File: src/rtl/ara_pkg.sv
`default_nettype none
// ============================================================================
//  Module      : ara_pkg
//  Description : Shared types for the ring endpoint. It holds the vector
//                element word type, the remote-data payload carried on the
//                ring, and the endpoint transfer-state encoding.
//  Revision    : 1.0 - initial release
// ============================================================================
package ara_pkg;

  localparam int unsigned ELEN = 64;

  typedef logic [ELEN-1:0] elen_t;

  // Payload of one ring word exchanged between neighbouring clusters.
  typedef struct packed {
    elen_t data;
  } remote_data_t;

  typedef enum logic [1:0] {
    IDLE = 2'd0,
    XFER = 2'd1,
    DONE = 2'd2
  } ring_ep_state_e;

endpackage : ara_pkg
`default_nettype wire

File: src/rtl/fifo_v3.sv
`default_nettype none
// ============================================================================
//  Module      : fifo_v3
//  Description : Synchronous FIFO with the common_cells fifo_v3 interface.
//                With FALL_THROUGH=0 a pushed word becomes visible on data_o
//                one cycle after the push. full_o/empty_o come from the
//                registered occupancy only.
//  Ports       : clk_i, rst_ni (async, active low), flush_i, testmode_i
//                full_o, empty_o, usage_o   - occupancy status
//                data_i/push_i              - write side
//                data_o/pop_i               - read side
//  Revision    : 1.0 - initial release
// ============================================================================
module fifo_v3 #(
  parameter bit          FALL_THROUGH = 1'b0,
  parameter int unsigned DATA_WIDTH   = 32,
  parameter int unsigned DEPTH        = 8,
  parameter type         dtype        = logic [DATA_WIDTH-1:0],
  parameter int unsigned ADDR_DEPTH   = (DEPTH > 1) ? $clog2(DEPTH) : 1
) (
  input  logic                  clk_i,
  input  logic                  rst_ni,
  input  logic                  flush_i,
  input  logic                  testmode_i,
  output logic                  full_o,
  output logic                  empty_o,
  output logic [ADDR_DEPTH-1:0] usage_o,
  input  dtype                  data_i,
  input  logic                  push_i,
  output dtype                  data_o,
  input  logic                  pop_i
);

  localparam logic [ADDR_DEPTH:0]   c_DEPTH = (ADDR_DEPTH + 1)'(DEPTH);
  localparam logic [ADDR_DEPTH-1:0] c_LAST  = ADDR_DEPTH'(DEPTH - 1);

  logic [ADDR_DEPTH-1:0] r_rd_ptr;
  logic [ADDR_DEPTH-1:0] r_wr_ptr;
  logic [ADDR_DEPTH:0]   r_cnt;
  dtype                  r_mem [DEPTH];

  logic w_bypass;
  logic w_write;
  logic w_read;
  logic w_unused_testmode;

  assign w_unused_testmode = testmode_i;

  // In fall-through mode a push into an empty FIFO that is popped in the
  // same cycle never touches the storage.
  assign w_bypass = FALL_THROUGH && (r_cnt == '0) && push_i && pop_i;
  assign w_write  = push_i && (r_cnt != c_DEPTH) && !w_bypass;
  assign w_read   = pop_i && (r_cnt != '0);

  assign full_o  = (r_cnt == c_DEPTH);
  assign empty_o = (r_cnt == '0) && !(FALL_THROUGH && push_i);
  assign usage_o = r_cnt[ADDR_DEPTH-1:0];
  assign data_o  = (FALL_THROUGH && (r_cnt == '0)) ? data_i : r_mem[r_rd_ptr];

  function automatic logic [ADDR_DEPTH-1:0] next_ptr(input logic [ADDR_DEPTH-1:0] p);
    return (p == c_LAST) ? '0 : p + ADDR_DEPTH'(1);
  endfunction

  always_ff @(posedge clk_i or negedge rst_ni) begin
    if (!rst_ni) begin
      r_rd_ptr <= '0;
      r_wr_ptr <= '0;
      r_cnt    <= '0;
    end else if (flush_i) begin
      r_rd_ptr <= '0;
      r_wr_ptr <= '0;
      r_cnt    <= '0;
    end else begin
      if (w_write) r_wr_ptr <= next_ptr(r_wr_ptr);
      if (w_read)  r_rd_ptr <= next_ptr(r_rd_ptr);
      r_cnt <= r_cnt + {{ADDR_DEPTH{1'b0}}, w_write} - {{ADDR_DEPTH{1'b0}}, w_read};
    end
  end

  always_ff @(posedge clk_i) begin
    if (w_write) r_mem[r_wr_ptr] <= data_i;
  end

endmodule : fifo_v3
`default_nettype wire

File: src/rtl/ring_endpoint.sv
`default_nettype none
// ============================================================================
//  Module      : ring_endpoint
//  Description : Cluster endpoint on the inter-cluster slide ring. A transfer
//                request moves req_len_i words from the slide unit onto the
//                ring through a one-word output register, and waits until the
//                same number of words has been received from the ring. Ring
//                words are buffered in an Rx FIFO in every state, so words
//                arriving before the local request (cluster skew) are kept.
//  Ports       : clk_i, rst_ni (async, active low)
//                req_valid_i/req_ready_o, req_len_i, req_dir_i - request
//                tx_data_i/tx_valid_i/tx_ready_o             - slide -> ep
//                ring_data_o/ring_valid_o/ring_ready_i       - ep -> router
//                ring_data_i/ring_valid_i/ring_ready_o       - router -> ep
//                rx_data_o/rx_valid_o/rx_ready_i             - ep -> slide
//                dir_o (registered direction), done_o (completion pulse)
//                stall_cnt_o (only with RING_ENDPOINT_STATS_EN defined)
//  Revision    : 1.0 - initial release
// ============================================================================
module ring_endpoint
  import ara_pkg::*;
#(
  parameter int unsigned NrClusters  = 1,
  parameter int unsigned DataWidth   = 64,
  parameter int unsigned RxFifoDepth = 4,
  parameter int unsigned LenWidth    = 16
) (
  input  logic                 clk_i,
  input  logic                 rst_ni,
  input  logic                 req_valid_i,
  output logic                 req_ready_o,
  input  logic [LenWidth-1:0]  req_len_i,
  input  logic                 req_dir_i,
  input  logic [DataWidth-1:0] tx_data_i,
  input  logic                 tx_valid_i,
  output logic                 tx_ready_o,
  output logic [DataWidth-1:0] ring_data_o,
  output logic                 ring_valid_o,
  input  logic                 ring_ready_i,
  input  logic [DataWidth-1:0] ring_data_i,
  input  logic                 ring_valid_i,
  output logic                 ring_ready_o,
  output logic [DataWidth-1:0] rx_data_o,
  output logic                 rx_valid_o,
  input  logic                 rx_ready_i,
  output logic                 dir_o,
  output logic                 done_o
`ifdef RING_ENDPOINT_STATS_EN
  ,
  output logic [31:0]          stall_cnt_o
`endif
);

  localparam int unsigned c_FIFO_AW = $clog2(RxFifoDepth);

  if ((NrClusters < 1) || (RxFifoDepth < 2) ||
      ((RxFifoDepth & (RxFifoDepth - 1)) != 0) ||
      (DataWidth != $bits(elen_t))) begin : g_param_check
    $error("ring_endpoint: illegal parameter combination");
  end

  ring_ep_state_e        r_state;
  ring_ep_state_e        w_state_next;
  logic                  w_accept;

  logic [LenWidth-1:0]   r_len;
  logic [LenWidth-1:0]   r_tx_cnt;
  logic [LenWidth:0]     r_rx_cnt;
  logic [LenWidth:0]     w_rx_dec;
  logic                  r_dir;

  logic                  r_ring_valid;
  logic [DataWidth-1:0]  r_ring_data;

  logic                  w_tx_fire;
  logic                  w_tx_all;
  logic                  w_rx_enough;

  logic                  w_fifo_full;
  logic                  w_fifo_empty;
  logic                  w_ring_push;
  logic [c_FIFO_AW-1:0]  w_unused_usage;

  // --------------------------------------------------------------------------
  // Transfer FSM
  // --------------------------------------------------------------------------
  assign w_tx_all    = (r_tx_cnt == r_len);
  assign w_rx_enough = (r_rx_cnt >= {1'b0, r_len});

  always_ff @(posedge clk_i or negedge rst_ni) begin
    if (!rst_ni) r_state <= IDLE;
    else         r_state <= w_state_next;
  end

  always_comb begin
    w_state_next = r_state;
    w_accept     = 1'b0;
    req_ready_o  = 1'b0;
    done_o       = 1'b0;
    case (r_state)
      IDLE: begin
        req_ready_o = 1'b1;
        if (req_valid_i) begin
          w_accept     = 1'b1;
          w_state_next = XFER;
        end
      end
      XFER: begin
        // The output register must have drained so the last word is really
        // on the ring before completion is signalled.
        if (w_tx_all && !r_ring_valid && w_rx_enough) w_state_next = DONE;
      end
      DONE: begin
        done_o       = 1'b1;
        w_state_next = IDLE;
      end
      default: w_state_next = IDLE;
    endcase
  end

  always_ff @(posedge clk_i or negedge rst_ni) begin
    if (!rst_ni) begin
      r_len    <= '0;
      r_dir    <= 1'b0;
      r_tx_cnt <= '0;
    end else if (w_accept) begin
      r_len    <= req_len_i;
      r_dir    <= req_dir_i;
      r_tx_cnt <= '0;
    end else if (w_tx_fire) begin
      r_tx_cnt <= r_tx_cnt + LenWidth'(1);
    end
  end

  assign dir_o = r_dir;

  // --------------------------------------------------------------------------
  // Tx path: single pipeline register towards the router
  // --------------------------------------------------------------------------
  assign tx_ready_o = (r_state == XFER) && (r_tx_cnt < r_len) &&
                      (!r_ring_valid || ring_ready_i);
  assign w_tx_fire  = tx_valid_i && tx_ready_o;

  always_ff @(posedge clk_i or negedge rst_ni) begin
    if (!rst_ni) begin
      r_ring_valid <= 1'b0;
      r_ring_data  <= '0;
    end else if (w_tx_fire) begin
      r_ring_valid <= 1'b1;
      r_ring_data  <= tx_data_i;
    end else if (ring_ready_i) begin
      r_ring_valid <= 1'b0;
    end
  end

  assign ring_valid_o = r_ring_valid;
  assign ring_data_o  = r_ring_data;

  // --------------------------------------------------------------------------
  // Rx path: FIFO accepts in every state; ready depends on occupancy only
  // --------------------------------------------------------------------------
  assign ring_ready_o = !w_fifo_full;
  assign w_ring_push  = ring_valid_i && !w_fifo_full;
  assign rx_valid_o   = !w_fifo_empty;

  fifo_v3 #(
    .FALL_THROUGH (1'b0),
    .DATA_WIDTH   (DataWidth),
    .DEPTH        (RxFifoDepth),
    .dtype        (logic [DataWidth-1:0])
  ) i_rx_fifo (
    .clk_i      (clk_i),
    .rst_ni     (rst_ni),
    .flush_i    (1'b0),
    .testmode_i (1'b0),
    .full_o     (w_fifo_full),
    .empty_o    (w_fifo_empty),
    .usage_o    (w_unused_usage),
    .data_i     (ring_data_i),
    .push_i     (w_ring_push),
    .data_o     (rx_data_o),
    .pop_i      (rx_ready_i)
  );

  // Received-word credit. Words from a neighbour that started earlier are
  // counted before the local request; each completed transfer consumes its
  // length, so surplus credit carries into the next transfer.
  assign w_rx_dec = (r_state == DONE) ? {1'b0, r_len} : '0;

  always_ff @(posedge clk_i or negedge rst_ni) begin
    if (!rst_ni) r_rx_cnt <= '0;
    else         r_rx_cnt <= r_rx_cnt + {{LenWidth{1'b0}}, w_ring_push} - w_rx_dec;
  end

`ifdef RING_ENDPOINT_STATS_EN
  // --------------------------------------------------------------------------
  // Backpressure statistics
  // --------------------------------------------------------------------------
  logic        w_stall;
  logic [31:0] r_stall_cnt;

  assign w_stall = (r_state == XFER) &&
                   ((r_ring_valid && !ring_ready_i) || (ring_valid_i && w_fifo_full));

  always_ff @(posedge clk_i or negedge rst_ni) begin
    if (!rst_ni)                               r_stall_cnt <= '0;
    else if (w_accept)                         r_stall_cnt <= '0;
    else if (w_stall && (r_stall_cnt != '1))   r_stall_cnt <= r_stall_cnt + 32'd1;
  end

  assign stall_cnt_o = r_stall_cnt;
`endif

endmodule : ring_endpoint
`default_nettype wire
File: config.mk
export PLATFORM = sky130hd
export DESIGN_NAME = ring_endpoint
export DESIGN_NICKNAME = d
export VERILOG_FILES = /design/src/rtl/ara_pkg.sv /design/src/rtl/fifo_v3.sv /design/src/rtl/ring_endpoint.sv
export SDC_FILE = /design/constraint.sdc
export NUM_CORES = 1
export LEC_CHECK = 0
export ABC_AREA = 1
export ABC_CLOCK_PERIOD_IN_PS = 4500
export BUFFER_PORTS_ARGS = -buffer_cell sky130_fd_sc_hd__buf_2
export CORE_MARGIN = 3
export CORE_UTILIZATION = 24
export CTS_CLUSTER_SIZE = 20
export DETAILED_ROUTE_END_ITERATION = 12
export GPL_TIMING_DRIVEN = 0
export PLACE_DENSITY = 0.51
export SYNTH_ARGS = -nofsm -noshare
export SYNTH_HDL_FRONTEND = slang
export SYNTH_SLANG_ARGS = --single-unit
File: constraint.sdc
create_clock -name clk_i -period 4.5 [get_ports clk_i]
set_input_delay 0.9 -clock clk_i [delete_from_list [all_inputs] [get_ports clk_i]]
set_output_delay 0.9 -clock clk_i [all_outputs]
set_load 0.02 [all_outputs]
# == Yosys cells after proc, flatten, opt, wreduce, memory -nomap -nowiden ==
# Memory sizes are Yosys's and may differ from the RTL's.
# Index checks and enable logic that the tools add are counted.
# word_totals
mem_bits_ro,0
latchBits,0
ram_bits,256
in_bits,152
mem_count,1
out_inout_bits,135
wordCells,63
reg_bits,124
# memory_table
name,depth,word_bits,read_ports,rd_ports_with_merged_regs,wr,line_no,source
i_rx_fifo.r_mem,4,64,1,0,1,fifo_v3.sv:40,dtype r_mem [DEPTH];
# classes
n_lt_le_gt_ge,2
n_shift,0
n_bitwise,0
n_eq_ne,9
muxes,16
add_sub_neg,7
n_mul,0
n_reduce_logical,18
n_div,0
# op_table
operator,count
2-to-1 mux 16 bit,3
adder 17 x 1 -> 17 bit,1
>= comparator 17 x 16 -> 1 bit,1
subtractor 17 x 16 -> 17 bit,1
"adder 16 x 1 -> 16 bit, second input constant",1
== test 16 bit,1
< comparator 16 bit,1
logical AND 1 bit,8
2-to-1 mux 1 bit,8
2-to-1 mux 2 bit,4
"== test 2 bit, second input constant",3
"adder 2 x 1 -> 2 bit, second input constant",2
"!= test 2 bit, second input constant",2
one-hot mux 2 bit (2 select lines),1
nonzero test 2 bit,2
adder 3 x 1 -> 3 bit,1
"== test 3 bit, second input constant",1
logical NOT 1 bit,3
logical NOT 3 bit,1
"!= test 3 bit, second input constant",1
nonzero test 3 bit,1
subtractor 3 x 1 -> 3 bit,1
"== test 2 x 1 -> 1 bit, second input constant",1
logical NOT 2 bit,1
other kinds (2),2

# == Logic depth before layout (Yosys ltp) ==
# Gate-level depths: netlist of run 1.
# depth
word_depth,6
ltp_mapped,16
depth_no_buf,14

# == Hierarchy ==
# A second synthesis of run 1 with hierarchy kept.
# hier_totals
hier_cells,1645
area_unflattened_um2,17107.7
# by_module_without_submodules
module,instances,cells_per_inst,seq_area_each_um2,area_each_um2
fifo_v3,1,810,7862.5,10490.1
ring_endpoint,1,835,2927.8,6617.6

# == Worst setup path before layout of run 1 ==
# OpenSTA, ideal clock, no wires.
# synth_path
path_type,input to register
startpoint,input ring_valid_i
endpoint,memory i_rx_fifo.r_mem[0][0] (netlist bit) (enable)
path_stages,2
n_path_buf,0
setup_time_ps,487
arrival_ps,3719
required_time_ps,4013
path_slack_ps,295
cell_sequence,nand2_1 nor2_1
# synth_via
elab_chain_len,4
# synth_lines
element,line_no,source
start: declaration,ring_endpoint.sv:41,"input logic ring_valid_i,"
logical AND 1 bit,ring_endpoint.sv:163,assign w_ring_push = ring_valid_i && !w_fifo_full;
logical AND 1 bit,fifo_v3.sv:52,assign w_write = push_i && (r_cnt != c_DEPTH) && !w_bypass;
2-to-1 mux 1 bit,fifo_v3.sv:81,if (w_write) r_mem[r_wr_ptr] <= data_i;
2-to-1 mux 1 bit (not written as such),fifo_v3.sv:81,
end: declaration,fifo_v3.sv:40,
# Every way passes these cells.

# == Worst setup path in the final report of run 1 ==
# layout_path
startpoint,register i_rx_fifo.r_rd_ptr[0]
endpoint,output rx_data_o[57]
# layout_via
elab_chain_len,1
# layout_lines
element,line_no,source
start: declaration,fifo_v3.sv:37,logic [ADDR_DEPTH-1:0] r_rd_ptr;
start signal: assignment,fifo_v3.sv:75,if (w_read) r_rd_ptr <= next_ptr(r_rd_ptr);
memory (4 x 64 bit),-,
end: declaration,ring_endpoint.sv:43,"output logic [DataWidth-1:0] rx_data_o,"
# Every way passes these cells.

==> results of run 1 <==
## power by group through the flow
stage	Sequential (uW)	Clock, uW	Combinational (uW)
finish	4710	3710	5110
CTS	4720	3830	5220
floorplan	4860	0	3110
global route	4780	3970	5720
detailed placement	4790	0	5190
global placement	4880	0	5030
## worst max-delay path, stage by stage, from the launching register on
cell	delay, ps
dfrtp_1	540
buf_2	350
clkbuf_1	430
clkbuf_1	580
nor2_1	110
o22ai_1	300
buf_2	240
## sequential cells by signal, indices dropped and copies added, names as in the netlist
register,cells
i_rx_fifo.r_mem,256
ring_data_o,64
i_rx_fifo.r_cnt,3
ring_valid_o,1
r_rx_cnt,17
i_rx_fifo.r_rd_ptr,2
r_tx_cnt,16
i_rx_fifo.r_wr_ptr,2
r_state,2
r_len,16
dir_o,1
## through the flow
step,hold slack [ps],cell area [um^2],setup TNS [ps],utilization [%]
finish,261.4,20910,0,30.81
global route,276.2,20900,0,30.80
CTS,250.4,20900,0,30.79
detailed placement,467.6,19390,0,28.57
global placement,462.1,19170,-675920,28.24
floorplan,478.4,16590,0,-
## per-layer routing
layer  vias up  routed length (um)  GRT usage (%)
li1       5807                   -              -
met1      5705               20150          15.91
met2       329               22710          21.75
met3        75                3877          4.216
met4         8                1043          3.709
met5         -                  49              0
## area by class of cell
| type | instances | area, um^2 |
|---|---|---|
| inverters | 136 | 510.5 |
| diodes | 5 | 12.51 |
| clock buffers | 56 | 1209 |
| multi-input cells | 906 | 4940 |
| flip-flops and latches | 380 | 10790 |
| repair buffers | 295 | 1625 |
| plain buffers | 66 | 375.4 |
| clock inverters | 25 | 297.8 |
| fillers | 7019 | 46960 |
| well taps | 921 | 1152 |
## kinds of logic after synthesis
| logic type | synth area share (%) |
|---|---|
| AND/OR/NAND/NOR | 11.67 |
| adder cells (fa/ha/maj) | 5.673 |
| XOR/XNOR | 1.531 |
| buffers and inverters | 5.341 |
| flip-flops | 65.06 |
| AO/OA/AOI/OAI | 10.73 |
## cell usage in the layout (no fill, tap or decap), drive strengths merged, types with 6 or more instances in the layout
cell type    n
o22ai       64
a21oi       24
xor2        24
dfrtp      124
inv        138
buf        318
clkinv      14
ha          72
nand2      247
nor3         6
nand3       36
clkbuf      99
nor2       187
o21ai      220
edfxtp     256
## worst max-delay path by stage
stage                                            startpoint                          endpoint  slack, ps  cells past startpoint
after global routing      i_rx_fifo.r_rd_ptr[0]$_DFFE_PN0P_                     rx_data_o[57]        220                      6
final                     i_rx_fifo.r_rd_ptr[0]$_DFFE_PN0P_                     rx_data_o[57]        450                      6
after CTS                 i_rx_fifo.r_rd_ptr[0]$_DFFE_PN0P_                     rx_data_o[57]        300                      6
after detailed placement  i_rx_fifo.r_rd_ptr[0]$_DFFE_PN0P_                     rx_data_o[57]        950                      6
after global placement                         ring_valid_i  i_rx_fifo.r_mem[0][37]$_DFFE_PP_      -2730                      3
after floorplan                                ring_valid_i   i_rx_fifo.r_mem[0][0]$_DFFE_PP_        290                      2
==> flow_summary.yaml, run 1 <==
synthesis:
  synthFlopType: "edfxtp_1"
  syn_area_per_cell_um2: 11.15
  synth_top_area_cell: "edfxtp_1"
  yosysWarnings: 0
  netlist_area_mm2: 0.01659
  yosysTopAreaCellShare_pct: 46.35
  synth_common_cells: "256 x edfxtp_1, 246 x nand2_1, 185 x nor2_1, 156 x o21ai_0, 135 x inv_1"
  syn_nets: 1714
  synth-edff-count: 256
  async_reset_ff_share_pct: 32.63
  yosysUniqueCellTypes: 35
  synthCells: 1488
  ys_ff_latch: 380
  yosysMostFrequentCell: "edfxtp_1"
  seq_area_frac_synth_pct: 65.06
  yosys-top-cells-area: "edfxtp_1 46%, dfrtp_1 19%, nand2_1 5.6%"
placement:
  place_congestion: 0.8127
  place_inst: 2704
  portBuffers: 286
  pre_cts_slack_ps: 951.7
  hpwl_um: 33580
grt:
  grt_usage_pct: 12.94
  grt_pass1_wl_um: 71710
  grt_overflow_total: 0
  antenna_found_initial: 10
  grt_start_max_net_pins: 82
  grt_pass1_vias: 12180
clock_tree:
  clkSinkCount: 380
  cts-resized-gates: 0
  htreeDepth: 2
  root_buffer: "clkbuf_16"
  post_cts_buffers: 0
  cts_buffer_depth: 3
  cts-buffers-inserted: 45
  path_clk_slew_ps: 60
  ctsHoldBuffers: 0
  cts_tree: "built"
  insertion_delay_ps: 580
timing:
  max_clock_freq_mhz: 247.2
  period_minus_slack_ps: 4045
  layout_setup_ws_ps: 454.8
  final.period_utilization_pct: 89.89
  hold_viol: 0
  slew_headroom_pct: 40.98
  rsz0062_at_grt: "no"
  finalSetupViolCount: 0
  finClkSkew_ps: 27.18
  worst_slew_pin_slew_ps: 883.2
  slew_viol_final: 0
critical_path:
  critPathMaxFanout: 10
  arrival_ps: 3150
  worst-r2r-cell-count: 12
  critPathKind: "register to output pin"
  crit_path_end_kind: "output pin"
  rr_endpoint: "r_rx_cnt[16]$_DFF_PN0_"
  regToRegSetupSlack_ps: 1420
  crit_path_start_kind: "register"
  regToRegStartpoint: "r_state[1]$_DFFE_PN0P_"
  cp.required_ps: 3600
floorplan:
  num_io_pins: 287
  initial_core_util_pct: 24.44
  die_y_um: 268.9
  rows: 95
  die-area_mm2: 0.07230
  die_w_um: 268.9
  core_area_mm2: 0.06787
detailed_routing:
  via_count: 11920
  dr.pass1.iters: 4
  route.detailed.drc: 0
  vias_per_cell: 4.274
  wl_um: 47830
  ant_nets: 0
  drt-initial-drc-count: 675
  post_drt_wl_per_cell_um: 17.14
power_and_ir_drop:
  internal_power_uw: 8271
  seqPwrFrac_pct: 34.8
  vdd_drop_max_v: 0.0004320
  design_power_total_uw: 13530
  power_density_mw_per_mm2: 646.9
  p_sw_share_pct: 38.86
  power.switching_uw: 5256
  clkPwrFrac_pct: 27.4
  p_leak_uw: 0.008826
  comb_power_share_pct: 37.7
cells_and_area:
  area_growth_pct: 26.09
  drive_above_1_share_pct: 22.26
  instances_no_fill: 2790
  nets: 2056
hold_path:
  holdCritPathClass: "primary input to async pin"
outcome:
  status: "complete, no violations"
run:
  maxCapViolations: 0
No activity file was read; power rests on OpenSTA's default activity.
==> inputs of run 2 (changes only) <==
--- a/config.mk
+++ b/config.mk
@@ -7,13 +7,14 @@
 export LEC_CHECK = 0
 export ABC_AREA = 1
 export ABC_CLOCK_PERIOD_IN_PS = 4500
-export BUFFER_PORTS_ARGS = -buffer_cell sky130_fd_sc_hd__buf_2
 export CORE_MARGIN = 3
 export CORE_UTILIZATION = 24
 export CTS_CLUSTER_SIZE = 20
 export DETAILED_ROUTE_END_ITERATION = 12
+export DONT_BUFFER_PORTS = 1
 export GPL_TIMING_DRIVEN = 0
-export PLACE_DENSITY = 0.51
+export PLACE_DENSITY = 0.47
+export SLEW_MARGIN = 20
 export SYNTH_ARGS = -nofsm -noshare
 export SYNTH_HDL_FRONTEND = slang
 export SYNTH_SLANG_ARGS = --single-unit
==> run 2 against run 1 <==
  * Final cell count decreased by 10%
  * Die area unchanged
  * Final area decreased by 6.7%
  * Worst hold slack got worse by 82 ps
  * Utilization decreased by 2.1 points
  * Total power decreased by 4.6%
  * Global-route usage about the same
  * Worst setup slack got worse by 210 ps
==> flow_summary.yaml, run 2 (synthesis gave the netlist of run 1 again) <==
outcome:
  status: "complete, no violations"
cells_and_area:
  final_cell_mix: "256 x edfxtp_1, 246 x nand2_1, 181 x nor2_1, 156 x o21ai_0, 135 x inv_1"
  final_common_cell: "edfxtp_1"
  area_growth_pct: 17.62
  ff_latch_area_mm2: 0.01079
  nets: 1775
  postLayoutCoreUtil_pct: 28.74
  largest_reg_flops: 256
  fill_cells: 7040
  instances_no_fill: 2503
  drive_above_1_share_pct: 8.349
  multiInputGateArea_mm2: 0.004952
  largest-register: "i_rx_fifo.r_mem"
placement:
  pre_cts_slack_ps: 675.7
  place_congestion: 0.7858
  portBuffers: 0
  hpwl_um: 33550
  place_inst: 2421
power_and_ir_drop:
  comb_power_share_pct: 35.1
  p_sw_share_pct: 39.56
  power_density_mw_per_mm2: 661.7
  clkPwrFrac_pct: 27.4
  vdd_drop_max_v: 0.0004533
  seqPwrFrac_pct: 37.5
  p_leak_uw: 0.007693
  power.switching_uw: 5107
  internal_power_uw: 7802
critical_path:
  crit_path_end_kind: "output pin"
  cp_common_cell: "clkbuf_1"
  crit_chain: "buf_2 > clkbuf_1 > clkbuf_1 > nor2_1 > o22ai_1"
  cpMaxStageDelayCell: "o22ai_1"
  arrival_ps: 3360
  crit_path_start_kind: "register"
  cp.required_ps: 3600
  critPathKind: "register to output pin"
  crit_buf_inv: 3
  cp_top_family: "buffers and inverters"
  cp_slowest_stage_delay_ps: 710
  critPathMaxFanout: 10
timing:
  finalSetupViolCount: 0
  holdWs_ps: 179.5
  final.period_utilization_pct: 94.59
  slew_headroom_pct: 38.67
  worst_slew_pin_slew_ps: 933.6
  hold_viol: 0
  period_minus_slack_ps: 4257
  slew_viol_final: 0
  max_clock_freq_mhz: 234.9
  rsz0062_at_grt: "no"
  layout_setup_ws_ps: 243.5
  finClkSkew_ps: 24.09
grt:
  antenna_found_initial: 1
  grt_overflow_total: 0
  grt_pass1_vias: 11190
  grt_start_max_net_pins: 87
  grt_pass1_wl_um: 70250
  grt_usage_pct: 12.89
clock_tree:
  cts_tree: "built"
  path_clk_slew_ps: 50
  htreeDepth: 2
  cts-buffers-inserted: 45
  post_cts_buffers: 0
  insertion_delay_ps: 580
  clkSinkCount: 380
  root_buffer: "clkbuf_16"
  cts_buffer_depth: 3
floorplan:
  core_area_mm2: 0.06787
  die-area_mm2: 0.07230
  die_w_um: 268.9
  initial_core_util_pct: 24.44
  num_io_pins: 287
  rows: 95
  die_y_um: 268.9
detailed_routing:
  vias_per_cell: 4.350
  via_count: 10890
  dr.pass1.iters: 5
  wl_um: 47500
  drt-initial-drc-count: 662
  route.detailed.drc: 0
  post_drt_wl_per_cell_um: 18.98
  ant_nets: 0
run:
  maxCapViolations: 0
hold_path:
  holdCritPathClass: "primary input to async pin"
==> run 2: changes by cell type in the layout (fill, tap and decap cells not counted), sizes merged <==
| cell | previous run | this run |
|---|---|---|
| diode | 5 | 1 |
| clkinv | 14 | 11 |
| clkinvlp | 4 | 2 |
| buf | 318 | 37 |
| clkbuf | 99 | 105 |
| bufinv | 5 | 2 |
==> run 2: cell type report <==
cell class	instances	area share, %
well taps	921	5.907
multi-input cells	906	25.38
clock inverters	17	0.8594
flip-flops and latches	380	55.31
plain buffers	66	1.924
inverters	136	2.617
diodes	1	0.01283
clock buffers	62	6.471
repair buffers	14	1.514
==> run 2: through the flow <==
stage | instance area, um^2 | setup TNS (ps) | power, uW
after floorplan | 16590 | 0 | 7974
after global placement | 17740 | -651390 | 9433
after detailed placement | 18020 | 0 | 9538
after CTS | 19490 | 0 | 13180
after global routing | 19510 | 0 | 13830
final | 19510 | 0 | 12910
==> run 2: repair_timing <==
| action | 4_1_cts | 5_1_grt |
|---|---|---|
| resized for setup | 0 | 2 |
| hold endpoints to repair | 86 | 0 |
| hold buffers | 2 | 0 |
| endpoints found under the setup margin | 0 | 2 |
==> run 2: power by group through the flow <==
stage / Sequential (uW) / Clock (uW) / Combinational, uW
floorplan: 4860 / 0 / 3110
CTS: 4850 / 3660 / 4670
finish: 4840 / 3540 / 4540
global route: 4900 / 3820 / 5110
global placement: 5010 / 0 / 4420
detailed placement: 4910 / 0 / 4620
==> run 2: metal layers <==
layer / GRT usage, % / up-vias / wire [um]
li1: - / 5225 / -
met2: 21.63 / 317 / 22480
met1: 15.27 / 5294 / 19320
met4: 2.844 / 0 / 775
met5: 0 / - / 0
met3: 5.694 / 51 / 4925
==> run 2: worst register-to-register path: cells and delay by family (launching register included) <==
kind,cells,cell delay [ps]
AND/OR/NAND/NOR,5,930
buffers and inverters,2,620
AO/OA/AOI/OAI,2,380
XOR/XNOR,1,140
flip-flops,1,390
adder cells (fa/ha/maj),2,660
==> run 2: final timing paths <==
path                                                         from                                to  slack [ps]  cells after the start
worst max register to register             r_state[1]$_DFFE_PN0P_            r_rx_cnt[16]$_DFF_PN0_        1260                     12
worst min-delay path                                       rst_ni       ring_data_o[57]$_DFFE_PN0P_         180                      1
worst max-delay path            i_rx_fifo.r_rd_ptr[0]$_DFFE_PN0P_                     rx_data_o[53]         240                      5
worst min register to register              r_rx_cnt[0]$_DFF_PN0_             r_rx_cnt[0]$_DFF_PN0_         510                      1
max in group asynchronous                                  rst_ni        ring_data_o[1]$_DFFE_PN0P_        3830                      1
min in group clk_i                                ring_data_i[54]  i_rx_fifo.r_mem[2][54]$_DFFE_PP_         420                      0
